File: src/rtl/lam_queue.sv
// lam_queue: in-order load/store queue between decoder and data memory.
// Entries issue one at a time over a req/ready handshake; load results return
// on the wb_* port. Define LAM_MISALIGN_TRAP_EN to drop misaligned H/W
// accesses and report them on misalign_err/misalign_addr instead.
module lam_queue #(
    parameter int DEPTH = 4,
    parameter int XLEN  = 32
) (
    input  logic            clk,
    input  logic            reset_in,
    input  logic            lam_new,
    input  logic            read_write,
    input  logic [2:0]      lam_type,
    input  logic [4:0]      sel_out,
    input  logic [XLEN-1:0] addr,
    input  logic [XLEN-1:0] st_data,
    input  logic [4:0]      deco_rs1,
    input  logic [4:0]      deco_rs2,
    output logic            halt,
    output logic            mem_req,
    output logic            mem_we,
    output logic [XLEN-1:0] mem_addr,
    output logic [3:0]      mem_be,
    output logic [XLEN-1:0] mem_wdata,
    input  logic            mem_ready,
    input  logic [XLEN-1:0] mem_rdata,
    output logic            wb_valid,
    output logic [4:0]      wb_rd,
    output logic [XLEN-1:0] wb_data,
    output logic            misalign_err,
    output logic [XLEN-1:0] misalign_addr
);
    localparam int AW = $clog2(DEPTH);
    localparam logic [0:0] IDLE = 1'b0;
    localparam logic [0:0] REQ  = 1'b1;

    logic [DEPTH-1:0] q_store;
    logic [2:0]       q_type [DEPTH];
    logic [4:0]       q_rd   [DEPTH];
    logic [XLEN-1:0]  q_addr [DEPTH];
    logic [XLEN-1:0]  q_data [DEPTH];
    logic [AW-1:0]    head, tail;
    logic [AW:0]      count;
    logic [0:0]       state;

    logic            full, hazard, push, pop, misaligned, trap, wb_fire;
    logic            h_store;
    logic [2:0]      h_type;
    logic [4:0]      h_rd;
    logic [XLEN-1:0] h_addr, h_data, h_wdata, ld_data;
    logic [3:0]      h_be;
    logic [7:0]      b_sel;
    logic [15:0]     hw_sel;

    assign h_store = q_store[head];
    assign h_type  = q_type[head];
    assign h_rd    = q_rd[head];
    assign h_addr  = q_addr[head];
    assign h_data  = q_data[head];

    assign full    = count == (AW+1)'(DEPTH);
    assign halt    = (lam_new && full) || hazard;
    assign push    = lam_new && !halt;
`ifdef LAM_MISALIGN_TRAP_EN
    assign misaligned = (h_type[1:0] == 2'b01 && h_addr[0]) || (h_type[1] && h_addr[1:0] != 2'b00);
`else
    assign misaligned = 1'b0;
`endif
    assign trap    = state == IDLE && count != '0 && misaligned;
    assign wb_fire = state == REQ && mem_ready && !h_store && h_rd != 5'd0;
    assign pop     = trap || (state == REQ && mem_ready);

    // read-after-load hazard against every occupied slot holding a load, in flight or not
    always_comb begin
        hazard = 1'b0;
        for (int i = 0; i < DEPTH; i++)
            if ({1'b0, AW'(AW'(i) - head)} < count && !q_store[i] && q_rd[i] != 5'd0 &&
                (q_rd[i] == deco_rs1 || q_rd[i] == deco_rs2))
                hazard = 1'b1;
    end

    // lane enables, replicated store data and extended load data for the head entry
    always_comb begin
        h_be    = h_type[1] ? 4'b1111 : h_type[0] ? (h_addr[1] ? 4'b1100 : 4'b0011) : 4'b0001 << h_addr[1:0];
        h_wdata = h_type[1] ? h_data : h_type[0] ? {2{h_data[15:0]}} : {4{h_data[7:0]}};
        b_sel   = mem_rdata[{h_addr[1:0], 3'b000} +: 8];
        hw_sel  = h_addr[1] ? mem_rdata[31:16] : mem_rdata[15:0];
        ld_data = h_type[1] ? mem_rdata
                : h_type[0] ? {{16{hw_sel[15] & ~h_type[2]}}, hw_sel}
                : {{24{b_sel[7] & ~h_type[2]}}, b_sel};
    end

    // queue storage: the tail slot captures an accepted operation
    always_ff @(posedge clk) begin
        if (push) begin
            q_store[tail] <= read_write;
            q_type[tail]  <= lam_type;
            q_rd[tail]    <= sel_out;
            q_addr[tail]  <= addr;
            q_data[tail]  <= st_data;
        end
    end

    // circular pointers and occupancy
    always_ff @(posedge clk) begin
        if (reset_in) begin
            head  <= '0;
            tail  <= '0;
            count <= '0;
        end else begin
            if (push) tail <= tail + AW'(1);
            if (pop) head <= head + AW'(1);
            count <= count + (AW+1)'(push) - (AW+1)'(pop);
        end
    end

    // issue FSM: latch the head onto the bus and hold it until mem_ready
    always_ff @(posedge clk) begin
        if (reset_in) begin
            state     <= IDLE;
            mem_req   <= 1'b0;
            mem_we    <= 1'b0;
            mem_addr  <= '0;
            mem_be    <= '0;
            mem_wdata <= '0;
        end else if (state == IDLE) begin
            if (count != '0 && !misaligned) begin
                state     <= REQ;
                mem_req   <= 1'b1;
                mem_we    <= h_store;
                mem_addr  <= {h_addr[XLEN-1:2], 2'b00};
                mem_be    <= h_be;
                mem_wdata <= h_wdata;
            end
        end else if (mem_ready) begin
            state   <= IDLE;
            mem_req <= 1'b0;
        end
    end

    // load writeback, valid for the single cycle after the completing edge
    always_ff @(posedge clk) begin
        if (reset_in) begin
            wb_valid <= 1'b0;
            wb_rd    <= '0;
            wb_data  <= '0;
        end else begin
            wb_valid <= wb_fire;
            if (wb_fire) begin
                wb_rd   <= h_rd;
                wb_data <= ld_data;
            end
        end
    end

`ifdef LAM_MISALIGN_TRAP_EN
    // one-cycle trap report for a dropped misaligned entry
    always_ff @(posedge clk) begin
        if (reset_in) begin
            misalign_err  <= 1'b0;
            misalign_addr <= '0;
        end else begin
            misalign_err <= trap;
            if (trap) misalign_addr <= h_addr;
        end
    end
`else
    assign misalign_err  = 1'b0;
    assign misalign_addr = '0;
`endif
endmodule
File: config.mk
export PLATFORM = sky130hd
export DESIGN_NAME = lam_queue
export DESIGN_NICKNAME = d
export VERILOG_FILES = /design/src/rtl/lam_queue.sv
export SDC_FILE = /design/constraint.sdc
export NUM_CORES = 1
export LEC_CHECK = 0
export BUFFER_PORTS_ARGS = -buffer_cell sky130_fd_sc_hd__buf_2
export CORE_UTILIZATION = 40
export CTS_CLUSTER_DIAMETER = 40
export DETAILED_ROUTE_END_ITERATION = 8
export GPL_ROUTABILITY_DRIVEN = 0
export SLEW_MARGIN = 30
export SYNTH_ARGS = -nofsm -noshare
export SYNTH_HDL_FRONTEND = slang
export SYNTH_SLANG_ARGS = --single-unit
export TNS_END_PERCENT = 10
File: constraint.sdc
create_clock -name clk -period 4.54 [get_ports clk]
set_clock_uncertainty 0.1 [all_clocks]
set_input_delay 0.681 -clock clk [delete_from_list [all_inputs] [get_ports clk]]
set_output_delay 0.681 -clock clk [all_outputs]
set_load 0.02 [all_outputs]
# Yosys cells after proc, flatten, opt, wreduce, memory -nomap -nowiden
# Memory sizes are Yosys's and may differ from the RTL's. A register that Yosys moved wholly into a read port is not among the register bits.
# Index checks and enable logic that the tools add are counted.
# word_totals
reg_bits,118
ram_bits,288
word_cells,119
out_inout_bits,142
memories,4
# mem_list
name,depth,word_bits,rd,rd_clocked_by_memory_dff,wr,line,source
q_addr,4,32,1,1,1,40,logic [XLEN-1:0] q_addr [DEPTH];
q_data,4,32,1,1,1,41,logic [XLEN-1:0] q_data [DEPTH];
q_rd,4,5,5,1,1,39,logic [4:0] q_rd [DEPTH];
q_type,4,3,1,1,1,38,logic [2:0] q_type [DEPTH];
# op_classes
n_eq_ne,10
order_cmp,7
reduce_logical,38
addsub,8
muxes,33
n_shift,2
n_bitwise,4
# ops
op,n
$mux W32,4
$eq A5 B5 Y1,8
$shiftx A32 B6 Y8,1
$reduce_bool A5 Y1,5
$logic_and A1 B1 Y1,18
$mux W16,1
$mux W2,8
$mux W1,14
$lt A2 B3 Y1,4
$mux W4,3
$logic_not A1 Y1,6
$lt A2 B3 Y1 const B,2
$logic_or A1 B1 Y1,5
$add A2 B1 Y2 const B,2
$bwmux W4,1
$reduce_and A2 Y1,2
$shl A1 B2 Y4 const A,1
$sub A1 B2 Y2 const A,2
$sub A2 B2 Y2 const A,2
$add A3 B1 Y3,1
$eq A3 B3 Y1 const B,1
$reduce_bool A3 Y1,1
$sub A3 B1 Y3,1
$and A1 B1 Y1,2
other kinds (6),7

# Logic depth before layout (Yosys ltp)
# logic_depth
word_depth,14
mapped_depth,17
depth_no_buf,16

# Worst setup path after synthesis
# OpenSTA, ideal clock, no wires.
# synth_timing
path_kind,register -> register
start,register head[0]
end,"memory q_addr[2][0], enable pin"
arrival_time_ps,3675
path_stages_with_launch,10
setup_ps,439
n_path_buf,1
synth_period_minus_slack_ps,4214
setup_slack_ps,326
path_cell_list,dfxtp_1 buf_2 xnor2_1 inv_1 ha_1 a21oi_1 o21ai_0 o22ai_1 nor4_1 and2_1
# synth_between
elab_chain_len,14
# synth_lines
item,line,source
"start, declared",42,"logic [AW-1:0] head, tail;"
"start signal, assigned",112,if (pop) head <= head + AW'(1);
$sub A1 B2 Y2,77,"if ({1'b0, AW'(AW'(i) - head)} < count && !q_store[i] && q_rd[i] != 5'd0 &&"
$lt A2 B3 Y1,77,
$logic_and A1 B1 Y1 (3 in series),77,
$mux W1 (3 in series),77,
$mux W1 *,77,
$logic_or A1 B1 Y1 *,62,assign halt = (lam_new && full) || hazard;
$logic_not A1 Y1 *,63,assign push = lam_new && !halt;
$logic_and A1 B1 Y1 *,63,
$mux W1 *,95,if (push) begin
$mux W1 (not written as such) *,99,q_addr[tail] <= addr;
"end, declared",40,
# Mark *: on every way between the ends. The rest lies on a longest branch, timed or not.

# Worst setup path in the final report
# layout_timing
start,register head[0]
end,register count[2]
# layout_between
elab_chain_len,14
# layout_lines
item,line,source
$sub A1 B2 Y2,77,
$lt A2 B3 Y1,77,
$logic_and A1 B1 Y1 (3 in series),77,
$mux W1 (3 in series),77,
$mux W1 *,77,
$logic_or A1 B1 Y1 *,62,
$logic_not A1 Y1 *,63,
$logic_and A1 B1 Y1 *,63,
$add A3 B1 Y3 *,113,count <= count + (AW+1)'(push) - (AW+1)'(pop);
$sub A3 B1 Y3 *,113,
"end signal, assigned",113,
"end, declared",43,logic [AW:0] count;
# Marks and branches as above.
# A chain may end at the register's enable or synchronous reset.

==> impl_metrics.py <==
metrics = {
    "global_routing": {
        "grt_pass1_vias": 10000,
        "antenna_found_initial": 11,
        "grt_usage": 0.192,
        "grt_pass1_wl_um": 60200,
        "gr-total-overflow": 0,
        "grt_start_max_net_pins": 69,
    },
    "sta": {
        "period_minus_slack_ns": 3.35,
        "fin_tns_setup_ns": 0,
        "holdWs_ns": 0.198,
        "worst_pin_slew_ns": 0.886,
        "hold_viol": 0,
        "rsz0062_at_grt": "no",
        "drv_slew": 0,
        "finalSetupViolCount": 0,
        "fin_crit_sh": 0.738,
        "relSlewSlack": 0.410,
        "fmax_mhz": 299,
    },
    "cells_and_area": {
        "mostFrequentLayoutCells": "292 x edfxtp_1, 224 x buf_2, 132 x nand2_1",
        "drive_gt1_frac": 0.320,
        "layout_commonest_cell": "edfxtp_1",
        "areaGrowthSynthToFinish_pct": 22.6,
        "nets": 1483,
    },
    "clock_network": {
        "post_cts_resized": 0,
        "cts_sinks": 408,
        "cts_hold_buffers": 0,
        "cts_tree": "built",
        "cts-root-buf": "clkbuf_16",
        "clk-insertion-delay-late_ns": 0.59,
        "path_clk_slew_ns": 0.05,
        "htree_levels": 2,
        "cts_setup_buffers": 0,
        "cts_buffer_depth": 3,
        "cts_buffers": 60,
    },
    "power": {
        "ir_worst_vdd_uv": 443,
        "p_per_area_nw_per_um2": 654,
        "power_leakage_nw": 7.33,
    },
    "die": {
        "ioPinCount": 261,
        "std_cell_rows": 73,
        "core_area_um2": 40000,
        "die_w_um": 204,
        "initial_utilization": 0.409,
        "die_h_um": 204,
        "die_area_um2": 41700,
    },
    "drt": {
        "drt_iter0_drc": 679,
        "antenna_left": 0,
        "dr_total_vias": 10000,
        "drc": 0,
        "routedWlPerCell_um": 20.5,
        "vias_per_cell": 5.19,
        "dr.pass1.iters": 5,
        "wirelength_um": 39700,
    },
    "logic_synthesis": {
        "yosysWarnings": 0,
        "synthCells": 1110,
        "synth_seq_cells": 408,
        "synth_edf_count": 292,
        "syn_area_per_cell_um2": 14.7,
        "syn_area_um2": 16300,
        "synth-main-ff-cell": "edfxtp_1",
        "seq_area_frac_synth": 0.678,
        "synth_cell_types": 45,
        "async_reset_ff_frac": 0,
    },
    "critical_path": {
        "cp.required_ns": 4.88,
        "critPathCapture": "count[2]$_SDFF_PP0_",
        "arrival_ns": 3.69,
        "cp-end-kind": "flip-flop",
        "r2r_start": "head[0]$_SDFFE_PP0P_",
        "r2r_end": "count[2]$_SDFF_PP0_",
        "worst_setup_path_start_kind": "flip-flop",
        "reg2reg_depth": 17,
        "criticalPathCategory": "flip-flop to flip-flop",
        "cp_max_fo": 7,
        "cp-startpoint": "head[0]$_SDFFE_PP0P_",
        "reg2reg_slack_ns": 1.19,
    },
    "place": {
        "port-buffer-count": 225,
        "dp_hpwl_um": 25800,
    },
    "flow_run": {
        "cap_violations": 0,
    },
    "min_path": {
        "hold_path.class": "primary input to flip-flop",
    },
    "status": {
        "status": "finished clean",
    },
}
layout make-up:
| class | count | area (µm²) |
|---|---|---|
| Fill cell | 3428 | 20000 |
| Multi-Input combinational cell | 629 | 4840 |
| Antenna cell | 5 | 12.5 |
| Tap cell | 525 | 657 |
| Timing Repair Buffer | 245 | 1370 |
| Clock inverter | 36 | 369 |
| Inverter | 9 | 33.8 |
| Clock buffer | 78 | 1670 |
| Sequential cell | 408 | 11100 |
logic make-up (layout without fill, tap and decap cells):
group                      Yosys count  count (layout)  share of synthesized area
xor gates and xnor gates            45              45                     0.0241
DFF                                408             408                      0.678
buffers and inverters              107             368                     0.0352
AOI/OAI and AO/OA                  153             153                     0.0631
muxes                               96              96                      0.115
other                                1              40                   0.000229
and+or+nand+nor                    289             289                     0.0754
adders and majority gates           11              11                    0.00888
worst min path at each step:
stage,from,to,slack (ns),cells past startpoint
final,addr[8],q_addr[1][8]$_DFFE_PP_,0.20,1
after detailed placement,mem_addr[9]$_SDFFE_PP0P_,mem_addr[9]$_SDFFE_PP0P_,0.34,2
after CTS,addr[27],q_addr[2][27]$_DFFE_PP_,0.16,1
after global placement,mem_addr[10]$_SDFFE_PP0P_,mem_addr[10]$_SDFFE_PP0P_,0.34,2
after global routing,st_data[24],q_data[3][24]$_DFFE_PP_,0.17,1
after floorplan,tail[1]$_SDFFE_PP0P_,tail[1]$_SDFFE_PP0P_,0.38,2
metal layers:
layer / global-route usage / routed length, µm / vias to the layer above
li1: - / - / 4608
met1: 0.250 / 17000 / 4977
met2: 0.306 / 18800 / 354
met3: 0.0547 / 2850 / 83
met4: 0.0709 / 1070 / 14
met5: 0 / 91 / -
worst max-delay path: stages (launching register included):
cell,delay [ns]
dfxtp_1,0.49
xnor2_1,0.19
inv_1,0.06
ha_1,0.27
a21oi_1,0.05
o21ai_0,0.14
o22ai_1,0.11
nor4_1,0.29
buf_4,0.21
inv_1,0.05
ha_1,0.28
inv_1,0.05
ha_1,0.13
inv_1,0.05
fa_1,0.37
xor2_1,0.17
xnor2_1,0.13
nor2_1,0.05
power by group:
part	switching (mW)	internal, mW
logic	2.23	1.25
clock network	1.74	2.86
registers	0.321	4.71
total	4.29	8.82
registers in the layout, summed over array words and instances (netlist names), 5 cells and up, named ones only:
register,count
q_addr,128
q_data,128
mem_wdata,32
wb_data,32
mem_addr,30
q_rd,20
q_type,12
wb_rd,5
synth_stat cells, drive strengths merged (2+ instances only):
library cell  instances  area share
buf                  56       0.023
mux4                 72        0.10
o21a                  2     0.00092
a22oi                11      0.0051
xnor2                12      0.0064
a311oi               10      0.0054
o22ai                 2     0.00077
clkbuf               42      0.0096
or2                   2     0.00077
o21ai                23      0.0080
a21oi                62       0.019
nor3                 32       0.011
a211oi               34       0.019
edfxtp              292        0.54
xor2                 33       0.018
nand2               132       0.030
nor2                 87       0.020
ha                   10      0.0077
dfxtp               116        0.14
and3                  2     0.00077
nand3                12      0.0037
nor2b                 2     0.00077
inv                   9      0.0021
a221oi                7      0.0038
nor4                  2     0.00077
mux2                  3      0.0021
and2                 12      0.0046
nand2b                5      0.0019
mux2i                21       0.013
stage by stage:
step           total power [mW]  setup slack (ns)  utilization  cell area, µm²  std cells
6_report                   13.1              1.19        0.501           20000       1935
5_1_grt                    13.8             0.906        0.501           20000       1931
4_1_cts                    13.3              1.18        0.501           20000       1930
3_5_place_dp               8.64              1.08        0.450           18000       1816
3_3_place_gp               8.55              1.13        0.449           18000       1815
2_1_floorplan              7.38             0.326            -           16500       1144
No activity file was read; power rests on OpenSTA's default activity.
